### src/rtl/steer_en_fsm_pkg.sv
// Shared types and constants for the rider-detect / steering-enable stage.
package steer_pkg;

  typedef enum logic [1:0] {
    IDLE  = 2'd0,
    WAIT  = 2'd1,
    STEER = 2'd2
  } state_t;

  localparam logic [11:0] MIN_RIDER_WT_DEF = 12'h200;
  localparam logic [11:0] WT_HYST_DEF      = 12'h040;

  localparam int TMR_W_FAST = 15;
  localparam int TMR_W_FULL = 26;

endpackage

### src/rtl/steer_en_fsm_if.sv
// Load-cell sample strobe in, steering enable / rider-off status out.
interface steer_en_fsm_if;

  logic        ld_vld;
  logic [11:0] lft_ld;
  logic [11:0] rght_ld;
  logic        en_steer;
  logic        rider_off;

  modport master (
    output ld_vld,
    output lft_ld,
    output rght_ld,
    input  en_steer,
    input  rider_off
  );

  modport slave (
    input  ld_vld,
    input  lft_ld,
    input  rght_ld,
    output en_steer,
    output rider_off
  );

endinterface

### src/rtl/steer_en_fsm_settle_tmr.sv
// Settle timer: free-running up-counter, cleared on demand, saturating at all-ones.
module settle_tmr #(
  parameter int W = 15
) (
  input  logic clk,
  input  logic rst,
  input  logic clr,
  output logic full
);

  logic [W-1:0] r_cnt;

  // Saturate rather than wrap so a long idle wait never loses the settled flag
  always_ff @(posedge clk) begin
    if (rst || clr) begin
      r_cnt <= '0;
    end else if (!(&r_cnt)) begin
      r_cnt <= r_cnt + {{(W-1){1'b0}}, 1'b1};
    end
  end

  assign full = &r_cnt;

endmodule

### src/rtl/steer_en_fsm.sv
// Rider presence / balance / settle detection producing en_steer and rider_off.
module steer_en_fsm
  import steer_pkg::*;
#(
  parameter logic        FAST_SIM     = 1'b1,
  parameter logic [11:0] MIN_RIDER_WT = MIN_RIDER_WT_DEF,
  parameter logic [11:0] WT_HYST      = WT_HYST_DEF
) (
  input logic           clk,
  input logic           rst,
  steer_en_fsm_if.slave bus
);

  localparam int          TMR_W   = FAST_SIM ? TMR_W_FAST : TMR_W_FULL;
  localparam logic [12:0] ON_THR  = {1'b0, MIN_RIDER_WT};
  localparam logic [12:0] OFF_THR = {1'b0, MIN_RIDER_WT} - {1'b0, WT_HYST};

  logic [11:0] r_lft_p0;
  logic [11:0] r_rght_p0;
  state_t      r_state_p1;
  state_t      w_nxt_state;
  logic        r_en_steer_p2;
  logic        r_rider_off_p2;
  logic        w_en_dec;
  logic        w_off_dec;
  logic        w_clr_tmr;
  logic        w_tmr_full;

  logic [12:0] w_sum;
  logic [11:0] w_diff;
  logic        w_sum_gt_min;
  logic        w_sum_lt_min;
  logic        w_diff_gt_1_4;
  logic        w_diff_gt_15_16;

  // ---- p0: input sample registers
  always_ff @(posedge clk) begin
    if (rst) begin
      r_lft_p0  <= '0;
      r_rght_p0 <= '0;
    end else if (bus.ld_vld) begin
      r_lft_p0  <= bus.lft_ld;
      r_rght_p0 <= bus.rght_ld;
    end
  end

  assign w_sum  = {1'b0, r_lft_p0} + {1'b0, r_rght_p0};
  assign w_diff = (r_lft_p0 >= r_rght_p0) ? (r_lft_p0 - r_rght_p0)
                                          : (r_rght_p0 - r_lft_p0);

  assign w_sum_gt_min    = w_sum > ON_THR;
  assign w_sum_lt_min    = w_sum < OFF_THR;
  assign w_diff_gt_1_4   = {1'b0, w_diff} > (w_sum >> 2);
  assign w_diff_gt_15_16 = {1'b0, w_diff} > (w_sum - (w_sum >> 4));

  settle_tmr #(
    .W (TMR_W)
  ) u_tmr (
    .clk  (clk),
    .rst  (rst),
    .clr  (w_clr_tmr),
    .full (w_tmr_full)
  );

  // ---- p1: state register
  always_ff @(posedge clk) begin
    if (rst) begin
      r_state_p1 <= IDLE;
    end else begin
      r_state_p1 <= w_nxt_state;
    end
  end

  // Rider-off beats imbalance, which beats the timer
  always_comb begin
    w_nxt_state = r_state_p1;
    w_clr_tmr   = 1'b0;
    case (r_state_p1)
      IDLE: begin
        if (w_sum_gt_min) begin
          w_nxt_state = WAIT;
          w_clr_tmr   = 1'b1;
        end
      end
      WAIT: begin
        if (w_sum_lt_min) begin
          w_nxt_state = IDLE;
        end else if (w_diff_gt_1_4) begin
          w_clr_tmr   = 1'b1;
        end else if (w_tmr_full) begin
          w_nxt_state = STEER;
        end
      end
      STEER: begin
        if (w_sum_lt_min) begin
          w_nxt_state = IDLE;
        end else if (w_diff_gt_15_16) begin
          w_nxt_state = WAIT;
          w_clr_tmr   = 1'b1;
        end
      end
      default: begin
        w_nxt_state = IDLE;
      end
    endcase
  end

  always_comb begin
    w_en_dec  = 1'b0;
    w_off_dec = 1'b0;
    case (r_state_p1)
      STEER:   w_en_dec  = 1'b1;
      IDLE:    w_off_dec = 1'b1;
      default: ;
    endcase
  end

  // ---- p2: registered Moore outputs, one edge behind the state
  always_ff @(posedge clk) begin
    r_en_steer_p2  <= w_en_dec;
    r_rider_off_p2 <= w_off_dec;
  end

  assign bus.en_steer  = r_en_steer_p2;
  assign bus.rider_off = r_rider_off_p2;

endmodule

### src/flat_wrapper.sv
// flat-port wrapper written by rule: the top's interface ports become plain ports
module steer_en_fsm_flat import steer_pkg::*;
#(
  parameter logic        FAST_SIM     = 1'b1,
  parameter logic [11:0] MIN_RIDER_WT = MIN_RIDER_WT_DEF,
  parameter logic [11:0] WT_HYST      = WT_HYST_DEF
)
  (clk, rst, bus_ld_vld, bus_lft_ld, bus_rght_ld, bus_en_steer, bus_rider_off);
  steer_en_fsm_if bus_i ();
  input logic clk;
  input logic rst;
  input wire logic [$bits(bus_i.ld_vld)-1:0] bus_ld_vld;
  input wire logic [$bits(bus_i.lft_ld)-1:0] bus_lft_ld;
  input wire logic [$bits(bus_i.rght_ld)-1:0] bus_rght_ld;
  output wire logic [$bits(bus_i.en_steer)-1:0] bus_en_steer;
  output wire logic [$bits(bus_i.rider_off)-1:0] bus_rider_off;
  assign bus_i.ld_vld = bus_ld_vld;
  assign bus_i.lft_ld = bus_lft_ld;
  assign bus_i.rght_ld = bus_rght_ld;
  assign bus_en_steer = bus_i.en_steer;
  assign bus_rider_off = bus_i.rider_off;
  steer_en_fsm #(.FAST_SIM(FAST_SIM), .MIN_RIDER_WT(MIN_RIDER_WT), .WT_HYST(WT_HYST)) u_core (.clk(clk), .rst(rst), .bus(bus_i));
endmodule
### config.mk
export PLATFORM = sky130hd
export DESIGN_NAME = steer_en_fsm_flat
export DESIGN_NICKNAME = d
export VERILOG_FILES = /design/src/rtl/steer_en_fsm_pkg.sv /design/src/rtl/steer_en_fsm_if.sv /design/src/rtl/steer_en_fsm_settle_tmr.sv /design/src/rtl/steer_en_fsm.sv /design/src/flat_wrapper.sv
export SDC_FILE = /design/constraint.sdc
export NUM_CORES = 1
export LEC_CHECK = 0
export CORE_AREA = 2 2 73 128
export CTS_CLUSTER_DIAMETER = 120
export CTS_CLUSTER_SIZE = 30
export DETAILED_ROUTE_END_ITERATION = 10
export DIE_AREA = 0 0 75 130
export PLACE_DENSITY = 0.76
export RECOVER_POWER = 100
export SYNTH_ARGS = -nofsm -noshare
export SYNTH_HDL_FRONTEND = slang
export SYNTH_SLANG_ARGS = --single-unit
export TNS_END_PERCENT = 20
### constraint.sdc
create_clock -name clk -period 5.7 [get_ports clk]
set_clock_uncertainty 0.05 [all_clocks]
set_input_delay 0.855 -clock clk [delete_from_list [all_inputs] [get_ports clk]]
set_output_delay 0.855 -clock clk [all_outputs]
set_load 0.005 [all_outputs]
==> key figures <==
Clocking
  – Hold_buf cts: 0
  – CTS buffer count: 5
  – Max clock buf depth: 2
  – CTS tree: done
  – Clk sinks: 43
  – CTS clk-pin slew, worst paths: 0.06 ns
  – CTS root buf: clkbuf_16
  – H-tree depth: 2
  – Insertion delay to the later sink of the worst-skew pair: 0.29 ns

Worst setup path
  – Critical Path Fanout Max: 3
  – Delay-heaviest family, CP: compound AO/OA/AOI/OAI gates
  – Worst Setup End Kind: flip-flop
  – CP Buf/Inv Count: 4
  – Slowest cell delay on critical path: 0.48 ns
  – Kind of critical path: flip-flop to flip-flop
  – Critical R2R Launch: u_core.r_rght_p0[1]$_SDFFE_PP0P_
  – Crit-path slowest cell: a2111o_1
  – Critical Path RT: 5.83 ns
  – Worst path arrival time: 5.65 ns
  – Crit path from: u_core.r_rght_p0[1]$_SDFFE_PP0P_
  – Most used cell, CP: buf_4
  – Startpoint Class: flip-flop

Yosys
  – Syn_nets: 673
  – Syn_area_per_cell: 8.22 um2
  – Yosys reg bits: 43
  – Main synth FF type: dfxtp_1
  – Post-Syn Instances: 573
  – Synth async-reset ratio: 0%
  – Post-synthesis cell type count: 78
  – Mapped Area: 4710 um2
  – Sequential cell area fraction in the yosys report: 18.3%
  – Post-synth EDFFs: 0
  – Yosys warns: 0

Route
  – Routed len/inst: 16.4 um
  – DRT iter0 DRCs: 188
  – Via count: 4409
  – Residual DRC count: 0
  – Pre-antenna DRT Iters: 4
  – Final Routed Wirelength: 12300 um
  – Detail Route Antenna Nets: 0
  – Via-to-Cell Ratio: 5.88

Timing
  – Final TNS setup: 0 ns
  – Hold Violations, Final: 0
  – Highest clock rate: 181 MHz
  – Period Utilization, post-route: 96.8%
  – Hold WS: 0.463 ns
  – Final setup fails: 0
  – Final Critical Period: 5.52 ns
  – Slew @ Worst Pin: 1.07 ns
  – Final Max Slew Viols: 0
  – Worst relative slew slack: 28.3%

Power
  – Combinational fraction of design power: 61.0%
  – Sw Pwr: 0.000690 W
  – PwrDens: 289 nW/um2
  – Switch share: 42.6%
  – Internal: 0.000931 W
  – Pleak: 2.45 nW
  – Maximum VDD drop: 0.000183 V
  – Final Power: 0.00162 W
  – Part of the power in registers: 21.3%
  – Clock share of power: 17.7%

Floorplan
  – Rows: 46
  – Die height: 130 um
  – Die Wd: 75 um
  – Area of the core: 8810 um2
  – Starting Density: 53.5%
  – Boundary pin count: 29
  – Die area: 9750 um2

Final layout
  – Most frequent cells in the layout: 66 x ha_1, 65 x nor2_1, 47 x inv_1
  – Final design area excluding fillers: 5610 um2
  – Commonest non-fill, non-tap cell in the layout: ha_1
  – Final #Nets: 729
  – Ratio of cells with drive above 1 in the final layout: 15.1%
  – Layout area overhead: 19.1%
  – # diodes: 0

Place
  – Routability-driven placement congestion ratio: 0.932
  – HPWL after DPL: 10000 um
  – Port buffer count: 28
  – DP Area: 5300 um2

Hold path
  – Min-delay src: u_core.u_tmr.r_cnt[1]$_SDFFE_PP0N_
  – Worst Hold Class: flip-flop to flip-flop

Global route
  – Total gr overflow: 0
  – Largest net degree at the start of global routing: 30
  – First-pass GRT wire length: 19700 um
  – Vias in the first global route: 4471
  – Initial antenna violation count: 0
  – Total GRT Usage: 26.0%

Run status
  – Outcome: finished clean

Flow run
  – Max-cap violation count: 0
[routing by layer]
| metal | wire [um] | global-route usage, % |
|---|---|---|
| met3 | 379 | 4.25 |
| met5 | 0 | 0 |
| met1 | 4280 | 23.6 |
| met4 | 985 | 19.2 |
| met2 | 6690 | 49.0 |
[layout make-up]
class | count | area, um2
clock buffer | 6 | 129
clock inverter | 2 | 12.5
fill | 740 | 3190
inverter | 50 | 190
multi-input combinational | 462 | 3690
sequential | 43 | 863
tap | 120 | 150
timing repair buffer | 67 | 573
[through the flow]
step / utilization (%) / setup slack, ns / instances
after detailed placement: 60.2 / -0.0492 / 738
after CTS: 61.9 / 0.0293 / 747
final: 63.7 / 0.185 / 750
after global placement: 60.2 / 0.115 / 738
after global routing: 63.7 / -0.0464 / 750
after floorplan: - / 0.304 / 573
[Yosys cell counts (3+ instances only)]
cell,count,area [um2]
ha_1,69,863
nor2_1,66,248
inv_1,48,180
dfxtp_1,43,861
a21oi_1,38,190
mux2i_1,32,320
nand2_1,28,105
xnor2_1,27,236
o21ai_0,18,90.1
xor2_1,12,105
nor3_1,11,55.1
nand4_1,10,62.6
nand3_1,9,45.0
a21o_1,8,60.1
nand2b_1,8,50.1
nor2b_1,8,50.1
a211oi_1,7,52.6
o211ai_1,7,52.6
o21a_1,7,52.6
clkbuf_1,6,22.5
nor4_1,6,37.5
o21bai_1,6,45.0
a31oi_1,5,31.3
and2_1,4,25.0
and3_1,4,25.0
fa_1,4,80.1
a221oi_1,3,26.3
buf_1,3,11.3
buf_2,3,15.0
buf_4,3,22.5
buf_6,3,33.8
o221ai_1,3,26.3
or2_2,3,18.8
or3_1,3,18.8
[tightest hold or removal path, stage by stage (launching register included)]
cell and delay, ns:
dfxtp_1 0.33, nand3_1 0.08, a21oi_1 0.06
[cells by family after synthesis]
logic type,synth area share (%)
AND/OR/NAND/NOR,19.7
AO/OA/AOI/OAI,20.0
adder cells (fa/ha/maj),20.0
buffers and inverters,6.27
flip-flops,18.3
XOR/XNOR,8.21
multiplexers,7.52
[worst paths after layout]
path              slack (ns)                                 end  cells after the start
setup / recovery        0.18   u_core.r_state_p1[0]$_SDFFE_PP0P_                     26
hold / removal          0.46  u_core.u_tmr.r_cnt[1]$_SDFFE_PP0N_                      2
setup reg to reg        0.18   u_core.r_state_p1[0]$_SDFFE_PP0P_                     26
hold reg to reg         0.46  u_core.u_tmr.r_cnt[1]$_SDFFE_PP0N_                      2
[flip-flops by register name (all words and copies together) (netlist names)]
register	count
u_core.bus.en_steer	1
u_core.bus.rider_off	1
u_core.r_lft_p0	12
u_core.r_rght_p0	12
u_core.r_state_p1	2
u_core.u_tmr.r_cnt	15
[power groups by stage]
stage,combinational [W],sequential [W],clock [W]
2_1_floorplan,0.000668,0.000349,0
4_1_cts,0.000957,0.000346,0.000289
5_1_grt,0.00108,0.000349,0.000301
6_report,0.000988,0.000346,0.000287
3_5_place_dp,0.000947,0.000353,0
3_3_place_gp,0.000924,0.000351,0
[timing repair]
item,4_1_cts,5_1_grt
buffers inserted,1,3
pin swaps,1,9
resized for setup,2,31
endpoints found under the setup margin,17,17
(Power assumes the default switching activity.)
